$ cat src/rtl/param_sp_ram.sv
// param_sp_ram: single-port RAM with post-reset INIT_VAL sweep and parity option (SP_RAM_PARITY_EN).
// Latency: 1 cycle for reads and writes; busy is held for DEPTH edges after reset release.
// Backpressure: none per access; requests are dropped while busy=1.
module param_sp_ram #(
  parameter int                 DATA_W   = 4,
  parameter int                 ADDR_W   = 3,
  parameter logic [DATA_W-1:0]  INIT_VAL = '0,
  parameter int                 RDW_MODE = 0
) (
  input  logic              clk,
  input  logic              rst,
  input  logic              en,
  input  logic              wr,
  input  logic [ADDR_W-1:0] addr,
  input  logic [DATA_W-1:0] x,
  output logic [DATA_W-1:0] y,
  output logic              y_valid,
  output logic              busy,
  output logic              perr
);

  localparam int DEPTH = 2**ADDR_W;
`ifdef SP_RAM_PARITY_EN
  localparam int MEM_W = DATA_W + 1;
`else
  localparam int MEM_W = DATA_W;
`endif

  typedef enum logic {INIT, READY} state_t;

  state_t            state, state_nxt;
  logic [ADDR_W-1:0] cnt, cnt_nxt;
  logic [MEM_W-1:0]  mem [DEPTH];
  logic [MEM_W-1:0]  rword;
  logic              acc;
  logic              we;
  logic [ADDR_W-1:0] waddr;
  logic [DATA_W-1:0] wdata;

  function automatic logic [MEM_W-1:0] enc(input logic [DATA_W-1:0] d);
`ifdef SP_RAM_PARITY_EN
    return {^d, d};
`else
    return d;
`endif
  endfunction

  always_ff @(posedge clk or negedge rst) begin
    if (!rst) begin
      state <= INIT;
      cnt   <= '0;
    end else begin
      state <= state_nxt;
      cnt   <= cnt_nxt;
    end
  end

  always_comb begin
    state_nxt = state;
    cnt_nxt   = cnt;
    case (state)
      INIT: begin
        cnt_nxt = cnt + 1'b1;
        if (&cnt) state_nxt = READY;
      end
      default: ;
    endcase
  end

  // busy comes straight from the state flop, so it has no input path
  assign busy  = (state == INIT);
  assign acc   = (state == READY) && en;
  assign we    = busy || (acc && wr);
  assign waddr = busy ? cnt : addr;
  assign wdata = busy ? INIT_VAL : x;
  assign rword = mem[addr];

  // array is deliberately left out of reset; the sweep initialises it
  always_ff @(posedge clk) begin
    if (we) mem[waddr] <= enc(wdata);
  end

  always_ff @(posedge clk or negedge rst) begin
    if (!rst) begin
      y       <= '0;
      y_valid <= 1'b0;
    end else begin
      y_valid <= acc;
      if (acc) y <= (wr && RDW_MODE == 1) ? x : rword[DATA_W-1:0];
    end
  end

`ifdef SP_RAM_PARITY_EN
  always_ff @(posedge clk or negedge rst) begin
    if (!rst) perr <= 1'b0;
    else      perr <= acc && !wr && (rword[DATA_W] != ^rword[DATA_W-1:0]);
  end
`else
  assign perr = 1'b0;
`endif

endmodule

$ cat config.mk
export PLATFORM = sky130hd
export DESIGN_NAME = param_sp_ram
export DESIGN_NICKNAME = d
export VERILOG_FILES = /design/src/rtl/param_sp_ram.sv
export SDC_FILE = /design/constraint.sdc
export NUM_CORES = 1
export LEC_CHECK = 0
export ABC_CLOCK_PERIOD_IN_PS = 1550
export CAP_MARGIN = 10
export CELL_PAD_IN_SITES_DETAIL_PLACEMENT = 0
export CELL_PAD_IN_SITES_GLOBAL_PLACEMENT = 1
export CORE_MARGIN = 2
export CORE_UTILIZATION = 46
export DETAILED_ROUTE_END_ITERATION = 16
export PLACE_DENSITY_LB_ADDON = 0.3
export SLEW_MARGIN = 20
export SYNTH_ARGS = -nofsm -noshare
export SYNTH_HDL_FRONTEND = slang
export SYNTH_SLANG_ARGS = --single-unit
$ cat constraint.sdc
create_clock -name clk -period 1.55 [get_ports clk]
set_input_delay 0.155 -clock clk [delete_from_list [all_inputs] [get_ports clk]]
set_output_delay 0.155 -clock clk [all_outputs]
set_load 0.02 [all_outputs]
==> metrics.txt, run 1 <==
DR vias/cell 5.17; top-count cell post-synth edfxtp_1; vias in the first global route 991; antenna diode count 0; Avg Cell Area, Syn 15.1 um2; most area-consuming cells after synthesis edfxtp_1, dfrtp_1, mux2_2; EDFF count, synth 32; CP required 1.39 ns; pwr/cell area 963 mW/mm2; first-pass GRT wire length 4890 um; slowest stage delay, CP 0.52 ns; Hold Vio Cnt, Final 0; Area Growth Syn to Fin 22.0%; CTS max path bufs 2; status finished, final reports clean; most frequent cells after synthesis edfxtp_1, mux2_2, nor2_1; CP arrival 1.28 ns; Num CTS Buffers 5; P_leak 0.823 nW; unrepaired setup endpoints after global routing no; Routed Antenna Nets 0; Die H 65.5 um; row count 22; warnings from Yosys 0; clk_skew 0.00428 ns; syn_nets 128; # port buffers 16; Seq/Total Area, Yosys 68.3%; layout net count 162; fmax 695 MHz; GR Util All Layers 16.7%; Post-Synthesis Cells 115; Crit Path Class reg -> out; largest delay contributor family on the critical path flip-flops; Die X 65.5 um; insertion delay to the later sink of the worst-skew pair 0.29 ns; Post-synth ARST share 22.0%; Setup violations, final 0; Main synth FF type edfxtp_1; fillcell total 303; CP startpoint kind flip-flop; Initial Util 47.8%; setup TNS 0 ns; setup repair bufs after CTS 0; global placer's final weighted congestion 0.760; HPWL reported at the end of detailed placement 2310 um; TritonCTS clock tree yes; clock-pin slew on the worst setup and hold paths 0.07 ns; H-tree levels 2; critical path buffer and inverter count 2; largest net degree at the start of global routing 13; Unique masters post-synth 27; MaxCap Viol Count 0; final wirelength 3150 um; initial antenna violation count 0; Root Driver clkbuf_8; Period Utilization, post-route 92.8%; Total Power 2.04 mW; initial DRC count 74; Worst Hold Class in -> async; layout cells sized above 1 22.8%; Ports 18; core area 0.00363 mm2; reg-to-reg slack, setup 0.12 ns; cell accounting for the most synthesized area edfxtp_1; sequence of cells on the critical path inv_1 -> dlygate4sd2_1; Vias 1018; critical path capture point type primary output; post-synth top area share 55.3%; DRC Markers 0; Post-Syn Area 0.00174 mm2; minimum clock period 1.44 ns; Die ar. 0.00429 mm2; drt pass-1 iters 4; Yosys reg bits 41; Max Slew Vio Count 0; wire per inst 16.0 um; Sink Count 41; Remaining Overflow, GRT 0; Slowest-stage cell, CP dfrtp_1; maximum vdd drop 0.697 mV; worst-path fanout max 9
worst paths after layout:
check / start / to / depth (start not counted)
worst max-delay path: state / busy / 2
worst min-delay path: rst / y[1] / 1
max in group asynchronous: rst / y[2] / 1
worst max register to register: state / mem[1][0] / 4
min in group clk: y[2] / y[2] / 2
worst min register to register: y[2] / y[2] / 2
power breakdown:
group          switching (mW)  internal, mW
Clock                   0.334         0.302
Combinational          0.0985        0.0951
Sequential            0.00676          1.21
state kept, by name, summed over array words and instances, names as in the netlist:
signal	flops
mem	32
state	1
cnt	3
y	4
y_valid	1
what timing repair did:
| item | in CTS | in global routing |
|---|---|---|
| hold buffers | 0 | 0 |
| setup endpoints to repair | 1 | 17 |
| resized for setup | 1 | 2 |
kinds of logic (layout without fill, tap and decap cells):
group / after synthesis / after routing / share of synthesized area (%)
AO/OA/AOI/OAI: 18 / 18 / 7.99
XOR/XNOR: 1 / 1 / 0.504
adder cells (fa/ha/maj): 2 / 2 / 1.44
buffers and inverters: 8 / 42 / 3.38
flip-flops: 41 / 41 / 68.3
multiplexers: 18 / 18 / 11.1
other: 1 / 1 / 0.216
AND/OR/NAND/NOR: 26 / 26 / 7.13
metrics by stage:
step / utilization, % / hold WS (ns) / instance area [um2] / setup slack, ns / cells
after floorplan: - / -0.141 / 1740 / 0.126 / 115
after global placement: 55.9 / 0.459 / 2030 / -0.230 / 190
after detailed placement: 55.9 / 0.471 / 2030 / -0.267 / 190
after CTS: 58.1 / 0.162 / 2110 / 0.0427 / 197
after global routing: 58.3 / 0.166 / 2120 / 0.0251 / 197
final: 58.3 / 0.150 / 2120 / 0.112 / 197
layout by cell type, fill, tap and decap left out:
cell	n
conb_1	1
inv_1	3
edfxtp_1	32
o31ai_1	4
clkinv_1	1
a21o_1	1
clkinvlp_4	1
a41oi_2	1
nor2_1	10
nand3b_1	1
mux2_2	10
ha_1	2
mux2i_1	8
and2_1	4
nand2b_1	1
nor2b_1	3
nand2_1	6
buf_4	16
xnor2_1	1
or2_2	1
dfrtp_1	9
clkdlybuf4s50_1	14
dlygate4sd2_1	1
a22o_1	4
a2bb2oi_1	2
a22oi_1	2
clkbuf_8	5
o22ai_1	4
dlymetal6s2s_1	1
final cells by class:
cell class	instances	area [um2]	area share [%]
flip-flops and latches	41	1190	56.0
multi-input cells	66	500	23.6
repair buffers	32	282	13.3
clock buffers	5	68.8	3.25
well taps	48	60.1	2.83
clock inverters	2	11.3	0.531
inverters	3	11.3	0.531
layer usage:
| layer | GRT usage (%) | vias up | wire length (um) |
|---|---|---|---|
| li1 | - | 492 | - |
| met1 | 19.4 | 504 | 1310 |
| met2 | 26.9 | 18 | 1650 |
| met3 | 6.16 | 4 | 128 |
| met4 | 8.85 | 0 | 67 |
| met5 | 0 | - | 0 |
No activity file was read; power rests on OpenSTA's default activity.
==> run 2: changes to the inputs <==
--- a/config.mk
+++ b/config.mk
@@ -11,6 +11,7 @@
 export CELL_PAD_IN_SITES_GLOBAL_PLACEMENT = 1
 export CORE_MARGIN = 2
 export CORE_UTILIZATION = 46
+export CTS_CLUSTER_SIZE = 30
 export DETAILED_ROUTE_END_ITERATION = 16
 export PLACE_DENSITY_LB_ADDON = 0.3
 export SLEW_MARGIN = 20
==> results of run 2 <==
Same layout as run 1: the final DEF is identical, and so are final timing and power.
